File: src/rtl/uart_pkg.sv
// Shared UART definitions: receiver state encoding, status-word bit positions
// and the oversampling ratio.
package uart_pkg;

    typedef enum logic [2:0] {
        IDLE,
        START,
        DATA,
        STOP,
        BREAK
    } rx_state_t;

    localparam int unsigned RX_VALID   = 8;
    localparam int unsigned RX_OVR     = 9;
    localparam int unsigned RX_FERR    = 10;
    localparam int unsigned OVERSAMPLE = 8;

endpackage

File: src/rtl/uart_rx_if.sv
// CPU-side read bus of the UART receiver: request/ready handshake, read data
// and the FIFO-not-empty interrupt source.
interface uart_rx_if;

    logic        i_request;
    logic [31:0] o_rdata;
    logic        o_ready;
    logic        o_rx_avail;

    modport master (output i_request, input o_rdata, o_ready, o_rx_avail);
    modport slave  (input i_request, output o_rdata, o_ready, o_rx_avail);

endinterface

File: src/rtl/uart_rx_fifo.sv
// Codebase first-word-fall-through FIFO with a synchronous flush on i_reset.
// A push into a full FIFO is accepted when a pop happens in the same cycle.
module fifo #(
    parameter int unsigned DEPTH = 64,
    parameter int unsigned WIDTH = 8
) (
    input  logic             i_clock,
    input  logic             i_reset,
    input  logic             i_push,
    input  logic [WIDTH-1:0] i_wdata,
    input  logic             i_pop,
    output logic [WIDTH-1:0] o_head,
    output logic             o_empty,
    output logic             o_full
);

    localparam int unsigned AW = (DEPTH > 1) ? $clog2(DEPTH) : 1;

    logic [WIDTH-1:0] mem [DEPTH];
    logic [AW-1:0]    wr_ptr;
    logic [AW-1:0]    rd_ptr;
    logic [AW:0]      count;
    logic             do_push;
    logic             do_pop;

    assign o_empty = (count == '0);
    assign o_full  = (count == (AW+1)'(DEPTH));
    assign o_head  = mem[rd_ptr];
    assign do_pop  = i_pop && !o_empty;
    assign do_push = i_push && (!o_full || do_pop);

    always_ff @(posedge i_clock) begin
        if (do_push && !i_reset) begin
            mem[wr_ptr] <= i_wdata;
        end
    end

    always_ff @(posedge i_clock) begin
        if (i_reset) begin
            wr_ptr <= '0;
            rd_ptr <= '0;
            count  <= '0;
        end else begin
            if (do_push) begin
                wr_ptr <= (wr_ptr == AW'(DEPTH-1)) ? '0 : wr_ptr + 1'b1;
            end
            if (do_pop) begin
                rd_ptr <= (rd_ptr == AW'(DEPTH-1)) ? '0 : rd_ptr + 1'b1;
            end
            if (do_push && !do_pop) begin
                count <= count + 1'b1;
            end else if (do_pop && !do_push) begin
                count <= count - 1'b1;
            end
        end
    end

endmodule

File: src/rtl/uart_rx.sv
// 8N1 UART receiver with 8x oversampling, a byte FIFO read over the
// request/ready bus, and sticky framing-error / overrun status bits.
module uart_rx
    import uart_pkg::*;
#(
    parameter int unsigned PRESCALE = 50000000 / (9600 * 8),
    parameter int unsigned DEPTH    = 64
) (
    input  logic      i_clock,
    input  logic      i_reset,
    uart_rx_if.slave  bus,
    input  logic      UART_RX
);

    localparam int unsigned    TW      = (PRESCALE > 1) ? $clog2(PRESCALE) : 1;
    localparam logic [TW-1:0]  T_LAST  = TW'(PRESCALE - 1);
    localparam logic [2:0]     BT_LAST = 3'(OVERSAMPLE - 1);
    localparam logic [2:0]     BT_HALF = 3'(OVERSAMPLE / 2 - 1);

    rx_state_t     state, state_nx;
    logic          rx_meta, rx_s;
    logic [TW-1:0] tick_cnt;
    logic          tick;
    logic [2:0]    btick;
    logic [2:0]    bidx;
    logic [7:0]    shift;
    logic          bit_end;
    logic          start_det, start_ok, data_smp, stop_ok, stop_bad;
    logic          ferr, ovr, ovr_set;
    logic          ready;
    logic [31:0]   rdata, status_word;
    logic          read_now, pop;
    logic [7:0]    head;
    logic          empty, full;

    assign tick    = (tick_cnt == T_LAST);
    assign bit_end = tick && (btick == BT_LAST);

    always_comb begin
        state_nx  = state;
        start_det = 1'b0;
        start_ok  = 1'b0;
        data_smp  = 1'b0;
        stop_ok   = 1'b0;
        stop_bad  = 1'b0;
        case (state)
            IDLE: if (!rx_s) begin
                start_det = 1'b1;
                state_nx  = START;
            end
            START: if (tick && btick == BT_HALF) begin
                if (!rx_s) begin
                    start_ok = 1'b1;
                    state_nx = DATA;
                end else begin
                    state_nx = IDLE;
                end
            end
            DATA: if (bit_end) begin
                data_smp = 1'b1;
                if (bidx == 3'd7) state_nx = STOP;
            end
            // A good stop bit returns straight to IDLE so back-to-back frames are caught.
            STOP: if (bit_end) begin
                if (rx_s) begin
                    stop_ok  = 1'b1;
                    state_nx = IDLE;
                end else begin
                    stop_bad = 1'b1;
                    state_nx = BREAK;
                end
            end
            BREAK: if (rx_s) state_nx = IDLE;
            default: state_nx = IDLE;
        endcase
    end

    always_ff @(posedge i_clock) begin
        if (i_reset) begin
            state    <= IDLE;
            rx_meta  <= 1'b1;
            rx_s     <= 1'b1;
            tick_cnt <= '0;
            btick    <= '0;
            bidx     <= '0;
            shift    <= '0;
        end else begin
            state    <= state_nx;
            rx_meta  <= UART_RX;
            rx_s     <= rx_meta;
            tick_cnt <= (start_det || tick) ? '0 : tick_cnt + 1'b1;
            if (start_det || start_ok) begin
                btick <= '0;
            end else if (tick) begin
                btick <= btick + 1'b1;
            end
            if (start_ok) begin
                bidx <= '0;
            end else if (data_smp) begin
                shift[bidx] <= rx_s;
                bidx        <= bidx + 1'b1;
            end
        end
    end

    assign read_now = bus.i_request && !ready;
    assign pop      = read_now && !empty;
    assign ovr_set  = stop_ok && full && !pop;

    always_comb begin
        status_word          = '0;
        status_word[RX_FERR] = ferr;
        status_word[RX_OVR]  = ovr;
        status_word[RX_VALID] = !empty;
        status_word[7:0]     = empty ? '0 : head;
    end

    // Sets are written after the read-clear so a same-cycle set wins.
    always_ff @(posedge i_clock) begin
        if (i_reset) begin
            ferr  <= 1'b0;
            ovr   <= 1'b0;
            ready <= 1'b0;
            rdata <= '0;
        end else begin
            if (read_now) begin
                ferr  <= 1'b0;
                ovr   <= 1'b0;
                ready <= 1'b1;
                rdata <= status_word;
            end else if (!bus.i_request) begin
                ready <= 1'b0;
            end
            if (stop_bad) ferr <= 1'b1;
            if (ovr_set)  ovr  <= 1'b1;
        end
    end

    assign bus.o_ready    = ready;
    assign bus.o_rdata    = rdata;
    assign bus.o_rx_avail = !empty;

    fifo #(
        .DEPTH(DEPTH),
        .WIDTH(8)
    ) u_fifo (
        .i_clock (i_clock),
        .i_reset (i_reset),
        .i_push  (stop_ok),
        .i_wdata (shift),
        .i_pop   (pop),
        .o_head  (head),
        .o_empty (empty),
        .o_full  (full)
    );

endmodule
File: src/flat_wrapper.sv
// flat-port wrapper written by rule: the top's interface ports become plain ports
module uart_rx_flat import uart_pkg::*;
#(
    parameter int unsigned PRESCALE = 50000000 / (9600 * 8),
    parameter int unsigned DEPTH    = 64
)
  (i_clock, i_reset, UART_RX, bus_i_request, bus_o_rdata, bus_o_ready, bus_o_rx_avail);
  uart_rx_if bus_i ();
  input  logic i_clock;
  input  logic i_reset;
  input  logic UART_RX;
  input wire logic [$bits(bus_i.i_request)-1:0] bus_i_request;
  output wire logic [$bits(bus_i.o_rdata)-1:0] bus_o_rdata;
  output wire logic [$bits(bus_i.o_ready)-1:0] bus_o_ready;
  output wire logic [$bits(bus_i.o_rx_avail)-1:0] bus_o_rx_avail;
  assign bus_i.i_request = bus_i_request;
  assign bus_o_rdata = bus_i.o_rdata;
  assign bus_o_ready = bus_i.o_ready;
  assign bus_o_rx_avail = bus_i.o_rx_avail;
  uart_rx #(.PRESCALE(PRESCALE), .DEPTH(DEPTH)) u_core (.i_clock(i_clock), .i_reset(i_reset), .bus(bus_i), .UART_RX(UART_RX));
endmodule
File: config.mk
export PLATFORM = sky130hd
export DESIGN_NAME = uart_rx_flat
export DESIGN_NICKNAME = d
export VERILOG_FILES = /design/src/rtl/uart_pkg.sv /design/src/rtl/uart_rx_if.sv /design/src/rtl/uart_rx_fifo.sv /design/src/rtl/uart_rx.sv /design/src/flat_wrapper.sv
export SDC_FILE = /design/constraint.sdc
export NUM_CORES = 1
export LEC_CHECK = 0
export ABC_CLOCK_PERIOD_IN_PS = 2900
export CORE_MARGIN = 1
export CORE_UTILIZATION = 45
export CTS_CLUSTER_SIZE = 24
export DETAILED_ROUTE_END_ITERATION = 10
export DONT_BUFFER_PORTS = 1
export PLACE_DENSITY_LB_ADDON = 0.3
export SKIP_LAST_GASP = 1
export SLEW_MARGIN = 10
export SYNTH_ARGS = -nofsm -noshare
export SYNTH_HDL_FRONTEND = slang
export SYNTH_SLANG_ARGS = --single-unit
File: constraint.sdc
create_clock -name i_clock -period 2.9 [get_ports i_clock]
set_input_delay 0.58 -clock i_clock [delete_from_list [all_inputs] [get_ports i_clock]]
set_output_delay 0.58 -clock i_clock [all_outputs]
set_load 0.1 [all_outputs]
# Word-level counts from Yosys, hierarchy flattened
# Memory sizes are Yosys's and may differ from the RTL's. A register that Yosys moved wholly into a read port is not among the register bits.
# Cells that the tools add are included.
# totals
out_inout_bits	34
register_bits	62
latch_bits	0
mem_count	1
mem_bits_ro	0
mem_bits_rw	512
elab_cells	112
# op_classes
eq_ne	18
n_reduce_logical	32
n_lt_le_gt_ge	2
div_mod_pow	0
n_bitwise	1
n_mux	37
shifts	0
n_addsub	7
n_mul	0
# memory_table
memory	words	word_bits	read_ports	rd_ports_with_merged_regs	wr	line_no	rtl
u_core.u_fifo.mem	64	8	1	1	1	uart_rx_fifo.sv:19	logic [WIDTH-1:0] mem [DEPTH];
# ops
operator	n
2-to-1 mux 6 bit	4
2-to-1 mux 3 bit	7
2-to-1 mux 1 bit	19
case mux 3 bit (5 select lines)	1
2-to-1 mux 7 bit	2
adder 6 x 1 -> 6 bit, second input constant	2
== test 6 bit, second input constant	2
logical AND 1 bit	12
!= test 2 x 1 -> 1 bit, second input constant	6
adder 10 x 1 -> 10 bit, second input constant	1
== test 10 bit, second input constant	1
== test 3 x 2 -> 1 bit, second input constant	3
== test 3 bit, second input constant	3
bitwise mux 8 bit	1
2-to-1 mux 8 bit	1
adder 7 x 1 -> 7 bit, second input constant	1
== test 7 bit, second input constant	1
logical NOT 1 bit	7
logical NOT 7 bit	1
subtractor 7 x 1 -> 7 bit, second input constant	1
adder 3 x 1 -> 3 bit, second input constant	2
AND reduction 6 bit	1
nonzero test 2 bit	3
OR reduction 2 bit	3
other kinds (10)	12

# Logic depth before layout (Yosys ltp)
# Gate-level depths: netlist (run 1).
# depth
depth_word	10
mapped_depth	15

# Cells and area by module
# From an unflattened synthesis (run 1), not the netlist that was laid out.
# unflattened
hier_cells	1285
area_unflattened_um2	23462.5
# modules_own_cells
mod	cells_per_inst	n_inst	area_each_um2
fifo	1050	1	21295.4
uart_rx	235	1	2167.1

# Worst setup path before layout (run 1)
# No wires, ideal clock.
# synth_path
kind	flip-flop to flip-flop
from	register u_core.ready (netlist: u_core.bus.o_ready)
to	register u_core.u_fifo.count[6]
path_buffers	0
arrival_time_ps	3226
slack_ps	-446
period_less_slack_ps	3346
stages_incl_launch_ff	13
path_cell_list	dfxtp_1 nand2b_1 nand4_1 nand3_1 inv_1 ha_1 inv_1 ha_1 a21o_1 a21oi_1 o211ai_1 o211ai_1 mux2_2
# synth_between
elab_chain_len	9
# synth_lines
element	line_no	rtl
start, declared	uart_rx.sv:30	logic ready;
start signal, assigned	uart_rx.sv:123	ready <= 1'b0;
start signal, assigned	uart_rx.sv:129	ready <= 1'b1;
start signal, assigned	uart_rx.sv:132	ready <= 1'b0;
logical NOT 1 bit (*)	uart_rx.sv:106	assign read_now = bus.i_request && !ready;
logical AND 1 bit (*)	uart_rx.sv:106	
logical AND 1 bit (*)	uart_rx.sv:107	assign pop = read_now && !empty;
logical AND 1 bit (*)	uart_rx_fifo.sv:29	assign do_pop = i_pop && !o_empty;
logical OR 1 bit	uart_rx_fifo.sv:30	assign do_push = i_push && (!o_full || do_pop);
logical AND 1 bit	uart_rx_fifo.sv:30	
logical NOT 1 bit	uart_rx_fifo.sv:52	end else if (do_pop && !do_push) begin
logical AND 1 bit	uart_rx_fifo.sv:52	
nonzero test 2 bit (no source line)	n/a	
end signal, assigned	uart_rx_fifo.sv:51	count <= count + 1'b1;
end signal, assigned	uart_rx_fifo.sv:53	count <= count - 1'b1;
end, declared	uart_rx_fifo.sv:22	logic [AW:0] count;
# Every way passes the cells marked *; elsewhere a longest branch is shown, timed or not.
# A chain may end at the register's enable or synchronous reset.

# Worst setup path after layout (run 1)
# layout_path
from	register u_core.btick[0]
to	register u_core.u_fifo.count[6]
# layout_between
elab_chain_len	8
# layout_lines
element	line_no	rtl
start, declared	uart_rx.sv:24	logic [2:0] btick;
start signal, assigned	uart_rx.sv:95	btick <= btick + 1'b1;
== test 3 bit (*)	uart_rx.sv:37	assign bit_end = tick && (btick == BT_LAST);
logical AND 1 bit (*)	uart_rx.sv:37	
2-to-1 mux 1 bit (*)	uart_rx.sv:64	STOP: if (bit_end) begin
2-to-1 mux 1 bit (*)	uart_rx.sv:46	case (state)
logical AND 1 bit (*)	uart_rx_fifo.sv:30	
logical NOT 1 bit	uart_rx_fifo.sv:52	
logical AND 1 bit	uart_rx_fifo.sv:52	
nonzero test 2 bit (no source line)	n/a	
# Marks and branches as above.

==> results.sh, run 1 <==
export IMPL_synthCells=1247
export IMPL_synth_avg_cell_area_um2=18.5
export IMPL_setup_slack_ps=85.2
export IMPL_fin_hold_ws_ps=83.1
export IMPL_fin_area_um2=26500
export IMPL_crit_path_end_kind="flop"
export IMPL_setup_viol=0
export IMPL_synth_cell_types=55
export IMPL_critical_path_class="flop to flop"
export IMPL_ir_drop_uv=851
export IMPL_tightestPinTransition_ps=1140
export IMPL_drtIter0Drc=1032
export IMPL_fmax_mhz=355
export IMPL_diodes=0
export IMPL_rsz0062_at_grt="yes"
export IMPL_grt_use_total_pct=19.3
export IMPL_die_w_um=229
export IMPL_fin_util_pct=52.6
export IMPL_multi_input_area_um2=5950
export IMPL_drv_slew=0
export IMPL_root_buffer="clkbuf_16"
export IMPL_hpwl_um=30600
export IMPL_status="completed"
export IMPL_cts_buffer_depth=3
export IMPL_vias_per_cell=5.57
export IMPL_worstHoldPathType="input pin to flop"
export IMPL_ys_warn_count=0
export IMPL_hold_viol_final=0
export IMPL_fillCellCount=3941
export IMPL_slowest_stage="mux2_2"
export IMPL_period_share_pct=97.1
export IMPL_whs_endpoint="u_core.rx_meta$_SDFF_PP1_"
export IMPL_rr_worst_depth=14
export IMPL_timing_rr_start="u_core.btick[0]$_SDFFE_PP0N_"
export IMPL_syn2layout_area_growth_pct=14.8
export IMPL_holdCritStartpoint="UART_RX"
export IMPL_htreeDepth=2
export IMPL_rows=82
export IMPL_synth_largest_area_cell="edfxtp_1"
export IMPL_antenna_found_initial=0
export IMPL_initial_core_util_pct=45.8
export IMPL_ant_nets=0
export IMPL_wl_um=49000
export IMPL_seqCellArea_um2=16800
export IMPL_overflow=0
export IMPL_power_density_nw_per_um2=707
export IMPL_skew_ps=20.4
export IMPL_start_kind="flop"
export IMPL_slew_headroom_pct=24.0
export IMPL_synth_area_leaders="edfxtp_1 67%, mux4_2 13%, dfxtp_1 5.9%, mux2i_1 2.3%, nor2_1 1.7%"
export IMPL_drive_gt1_share_pct=27.6
export IMPL_drt_pass1_iter_count=5
export IMPL_yosysMostFrequentCell="edfxtp_1"
export IMPL_cp_startpoint="u_core.btick[0]$_SDFFE_PP0N_"
export IMPL_finalCriticalPeriod_ps=2810
export IMPL_cap_viol_max_count=0
export IMPL_synthFlopType="edfxtp_1"
export IMPL_grt_max_degree=66
export IMPL_synth_common_cells="512 x edfxtp_1, 138 x mux4_2, 104 x nor2_1"
export IMPL_crit_chain="ha_2, ha_1, and3b_1, and4_4, nand3_4, inv_2, ha_4, inv_2, fa_2, a21o_1, a21oi_2, o211ai_1, o211ai_1, mux2_2"
export IMPL_path_clk_slew_ps=60
export IMPL_worstReg2RegEnd="u_core.u_fifo.count[6]$_SDFFE_PP0P_"
export IMPL_ff2ff_setup_slack_ps=90
export IMPL_whs_path_depth=1
export IMPL_required_ps=3390
export IMPL_grt_pass1_wl_um=75600
export IMPL_ys_seq_area_share_pct=72.5
export IMPL_coreArea_um2=50400
export IMPL_placed_area_um2=24700
export IMPL_postSynth_asyncResetShare_pct=0
export IMPL_drc=0
export IMPL_post_place_ws_ps=-45.3
export IMPL_slowest_delay_ps=360
export IMPL_synth_edf_count=512
export IMPL_p_leak_uw=0.00855
export IMPL_nets=1390
export IMPL_cts_buffers=57
export IMPL_cts_tree="yes"
export IMPL_netlist_area_um2=23100
export IMPL_pin_count=38
export IMPL_yosys_register_bits=580
export IMPL_cts_sinks=580
export IMPL_grt_pass1_vias=12200
export IMPL_yosysTopAreaCellShare_pct=66.6
export IMPL_num_vias=11600
export IMPL_critical_path_max_fanout=4
export IMPL_dieArea_um2=52200
export IMPL_chipHeight_um=229
export IMPL_total_power_uw=18800
export IMPL_port_buffers=0
export IMPL_routabilityCongestion=0.863
export IMPL_cp_arrival_ps=3300
export IMPL_clock_latency_ps=610
export IMPL_hold_buffers=0
export IMPL_wl_per_cell_um=23.5
## sequential cells by signal, indices dropped and copies added (netlist names), named ones only
signal	count
u_core.rx_meta	1
u_core.rx_s	1
u_core.state	3
u_core.u_fifo.wr_ptr	6
u_core.u_fifo.count	7
u_core.tick_cnt	10
u_core.ferr	1
u_core.btick	3
u_core.bidx	3
u_core.u_fifo.rd_ptr	6
u_core.bus.o_rdata	11
u_core.ovr	1
u_core.shift	8
u_core.u_fifo.mem	512
u_core.bus.o_ready	1
## per-layer routing
| metal | vias to the layer above | GRT usage, % | wire length, um |
|---|---|---|---|
| li1 | 5201 | - | - |
| met1 | 6036 | 26.8 | 20900 |
| met2 | 315 | 31.3 | 24000 |
| met3 | 80 | 3.63 | 2870 |
| met4 | 0 | 5.52 | 1180 |
| met5 | - | 0 | 0 |
## worst max-delay path, delay by kind of cell (launching register included)
kind / cells / cell delay, ps
AOI/OAI and AO/OA: 4 / 580
muxes: 1 / 360
DFF: 1 / 330
adders and majority gates: 4 / 800
and+or+nand+nor: 3 / 500
buffers and inverters: 2 / 120
## cell type report
type | count | share of cell area [%]
timing repair buffer | 134 | 4.23
sequential | 580 | 63.2
clock inverter | 24 | 0.741
tap | 672 | 3.17
clock buffer | 83 | 6.01
multi-input combinational | 583 | 22.5
inverter | 14 | 0.198
## logic make-up (layout without fill, tap and decap cells)
logic type / count (synthesis) / after routing / synth area share (%)
buffers and inverters: 104 / 255 / 2.29
xor gates and xnor gates: 22 / 22 / 0.834
DFF: 580 / 580 / 72.5
adders and majority gates: 16 / 16 / 0.899
muxes: 200 / 200 / 16.2
other: 1 / 21 / 0.0162
and+or+nand+nor: 257 / 257 / 5.28
AOI/OAI and AO/OA: 67 / 67 / 2.04
## worst max-delay path by stage
stage,endpoint,slack [ps],cells after the start
floorplan,u_core.u_fifo.count[6]$_SDFFE_PP0P_,10,15
detailed placement,u_core.u_fifo.count[6]$_SDFFE_PP0P_,-50,14
global placement,u_core.u_fifo.count[6]$_SDFFE_PP0P_,10,14
finish,u_core.u_fifo.count[6]$_SDFFE_PP0P_,90,14
CTS,u_core.u_fifo.count[6]$_SDFFE_PP0P_,0.02,14
global route,u_core.u_fifo.count[6]$_SDFFE_PP0P_,-60,13
## cells in the final DEF, fill, tap and decap left out, types with 4 or more instances in the layout
cell type	n
o21ai_0	5
nand3_1	23
clkbuf_16	57
a22oi_1	15
ha_1	13
xor2_1	9
inv_1	12
clkinv_2	10
nor3_1	17
or2_2	4
clkbuf_8	7
clkbuf_1	19
buf_4	124
mux2_2	8
xnor2_1	13
or4_1	6
mux2i_1	54
dfxtp_2	11
nand4_1	16
clkinv_1	7
mux4_2	138
conb_1	21
edfxtp_1	512
nor2b_1	5
dfxtp_1	55
o211ai_1	9
buf_12	9
nand2b_1	7
nor2_1	104
nand2_1	43
nor4_1	11
a21oi_1	14
## stage by stage
stage | instances | setup TNS [ps]
6_report | 2090 | 0
3_3_place_gp | 1980 | 0
2_1_floorplan | 1267 | 0
5_1_grt | 2090 | -107
3_5_place_dp | 1980 | -45.3
4_1_cts | 2088 | 0
## where the power goes
part / internal, uW / total, uW / switching, uW
clock network: 4000 / 7050 / 3050
registers: 9040 / 9350 / 310
logic: 1090 / 2350 / 1250
## repair_timing
action / 4_1_cts / 5_1_grt
pin swaps: 1 / 3
endpoints found under the setup margin: 2 / 126
gates resized for setup: 2 / 8
buffers inserted: 1 / 2
No activity file was read; power rests on OpenSTA's default activity.
==> run 2: changes to the inputs <==
- ABC_CLOCK_PERIOD_IN_PS: 2900 -> 3550
- CORE_UTILIZATION: 45 -> 51
- clock period: 2.9 -> 3.55 ns (I/O delays scaled with it)
==> results.sh, run 2 (same netlist as run 1, synthesis figures left out) <==
export IMPL_cp_common_cell="ha_1"
export IMPL_grt_pass1_wl_um=72100
export IMPL_grt_max_degree=66
export IMPL_drive_gt1_share_pct=25.3
export IMPL_cts_buffers=58
export IMPL_slew_headroom_pct=15.8
export IMPL_power_frac_clock_pct=39.6
export IMPL_slowest_stage="fa_1"
export IMPL_holdCritStartpoint="UART_RX"
export IMPL_layout_common_cells="512 x edfxtp_1, 138 x mux4_2, 104 x nor2_1"
export IMPL_dieArea_um2=46100
export IMPL_status="completed"
export IMPL_grt_pass1_vias=11800
export IMPL_crit_chain="ha_1, ha_1, and3b_1, and4_1, nand3_1, inv_1, ha_1, inv_1, fa_1, a21o_1, a21oi_1, o211ai_1, o211ai_1, mux2_2"
export IMPL_htreeDepth=2
export IMPL_cts_resized=0
export IMPL_hpwl_um=29300
export IMPL_slowest_delay_ps=430
export IMPL_switching_share_pct=23.9
export IMPL_p_sw_uw=3710
export IMPL_wl_um=47500
export IMPL_critical_path_max_fanout=7
export IMPL_tns_ps=0
export IMPL_tightestPinTransition_ps=1260
export IMPL_rsz0062_at_grt="no"
export IMPL_total_power_uw=15500
export IMPL_hold_buffers=0
export IMPL_overflow=0
export IMPL_clock_latency_ps=610
export IMPL_required_ps=4030
export IMPL_port_buffers=0
export IMPL_whs_endpoint="u_core.rx_meta$_SDFF_PP1_"
export IMPL_ir_drop_uv=784
export IMPL_pin_count=38
export IMPL_whs_path_depth=1
export IMPL_period_share_pct=91.8
export IMPL_timing_rr_start="u_core.btick[0]$_SDFFE_PP0N_"
export IMPL_p_leak_uw=0.00843
export IMPL_coreArea_um2=44400
export IMPL_ff2ff_setup_slack_ps=290
export IMPL_initial_core_util_pct=52.0
export IMPL_ant_nets=0
export IMPL_routabilityCongestion=0.805
export IMPL_drv_slew=0
export IMPL_largest_register_ff_count=512
export IMPL_drt_pass1_iter_count=5
export IMPL_skew_ps=30.2
export IMPL_cp_top_family="adder cells"
export IMPL_p_int_uw=11800
export IMPL_finalCriticalPeriod_ps=3260
export IMPL_top_register="u_core.u_fifo.mem"
export IMPL_cp_arrival_ps=3740
export IMPL_start_kind="flop"
export IMPL_critPathBufInv=2
export IMPL_seq_power_share_pct=50.0
export IMPL_fin_hold_ws_ps=222
export IMPL_hold_viol_final=0
export IMPL_antenna_found_initial=1
export IMPL_cap_viol_max_count=0
export IMPL_crit_path_end_kind="flop"
export IMPL_drc=0
export IMPL_cts_sinks=580
export IMPL_rows=77
export IMPL_critical_path_class="flop to flop"
export IMPL_fmax_mhz=307
export IMPL_path_clk_slew_ps=60
export IMPL_final_common_cell="edfxtp_1"
export IMPL_combPwrFrac_pct=10.3
export IMPL_root_buffer="clkbuf_16"
export IMPL_rr_worst_depth=14
export IMPL_diodes=0
export IMPL_grt_use_total_pct=21.0
export IMPL_drtIter0Drc=1114
export IMPL_num_vias=11600
export IMPL_worstHoldPathType="input pin to flop"
export IMPL_wl_per_cell_um=24.0
export IMPL_cts_tree="yes"
export IMPL_worstReg2RegEnd="u_core.u_fifo.count[6]$_SDFFE_PP0P_"
export IMPL_cts_buffer_depth=3
export IMPL_post_cts_repair_setup_buffers=0
export IMPL_vias_per_cell=5.89
export IMPL_fillCellCount=3216
export IMPL_chipHeight_um=215
export IMPL_setup_viol=0
export IMPL_syn2layout_area_growth_pct=13.3
export IMPL_power_density_nw_per_um2=592
export IMPL_die_w_um=215
export IMPL_nets=1353
==> run 2: through the flow <==
stage | instances | instance area [um^2] | setup slack (ps) | util (%)
after floorplan | 1267 | 23200 | 204 | -
after global placement | 1865 | 24200 | 391 | 54.6
after detailed placement | 1865 | 24200 | 304 | 54.6
after CTS | 1974 | 26200 | 276 | 58.9
after global routing | 1974 | 26200 | 100 | 58.9
final | 1974 | 26200 | 290 | 58.9
==> run 2: area by class of cell <==
| cell class | count | area (um^2) | area share (%) |
|---|---|---|---|
| clock buffers | 73 | 1540 | 5.87 |
| well taps | 592 | 741 | 2.83 |
| repair buffers | 96 | 783 | 2.99 |
| multi-input cells | 583 | 5910 | 22.6 |
| flip-flops and latches | 580 | 16800 | 64.0 |
| inverters | 14 | 52.6 | 0.201 |
| clock inverters | 36 | 399 | 1.52 |
==> run 2: worst max-delay path by stage <==
stage	startpoint	end	slack [ps]	cells after the start
detailed placement	u_core.btick[0]$_SDFFE_PP0N_	u_core.u_fifo.count[6]$_SDFFE_PP0P_	300	14
global placement	u_core.btick[0]$_SDFFE_PP0N_	u_core.u_fifo.count[6]$_SDFFE_PP0P_	390	14
CTS	u_core.btick[0]$_SDFFE_PP0N_	u_core.u_fifo.count[6]$_SDFFE_PP0P_	280	14
finish	u_core.btick[0]$_SDFFE_PP0N_	u_core.u_fifo.count[6]$_SDFFE_PP0P_	290	14
global route	u_core.btick[0]$_SDFFE_PP0N_	u_core.u_fifo.count[6]$_SDFFE_PP0P_	100	14
floorplan	u_core.bus.o_ready$_SDFFE_PP0P_	u_core.u_fifo.count[6]$_SDFFE_PP0P_	200	12
==> run 2: power by group through the flow <==
stage	combinational, uW	sequential (uW)	clock (uW)
global placement	1590	7900	0
finish	1600	7750	6140
floorplan	1370	7770	0
global route	1710	7770	6510
CTS	1610	7750	6250
detailed placement	1600	7900	0
==> run 2: layer usage <==
| metal | track usage, % | up-vias | wire length, um |
|---|---|---|---|
| li1 | - | 5136 | - |
| met1 | 29.1 | 6026 | 19700 |
| met2 | 33.5 | 383 | 23300 |
| met3 | 4.52 | 74 | 3420 |
| met4 | 6.50 | 2 | 1060 |
| met5 | 0 | - | 9 |
==> run 2: worst register-to-register path, cell delays in order, from the launching register on <==
cell and delay [ps]:
dfxtp_1 350, ha_1 180, ha_1 200, and3b_1 190, and4_1 230, nand3_1 100, inv_1 70, ha_1 180
inv_1 150, fa_1 430, a21o_1 190, a21oi_1 280, o211ai_1 120, o211ai_1 120, mux2_2 360
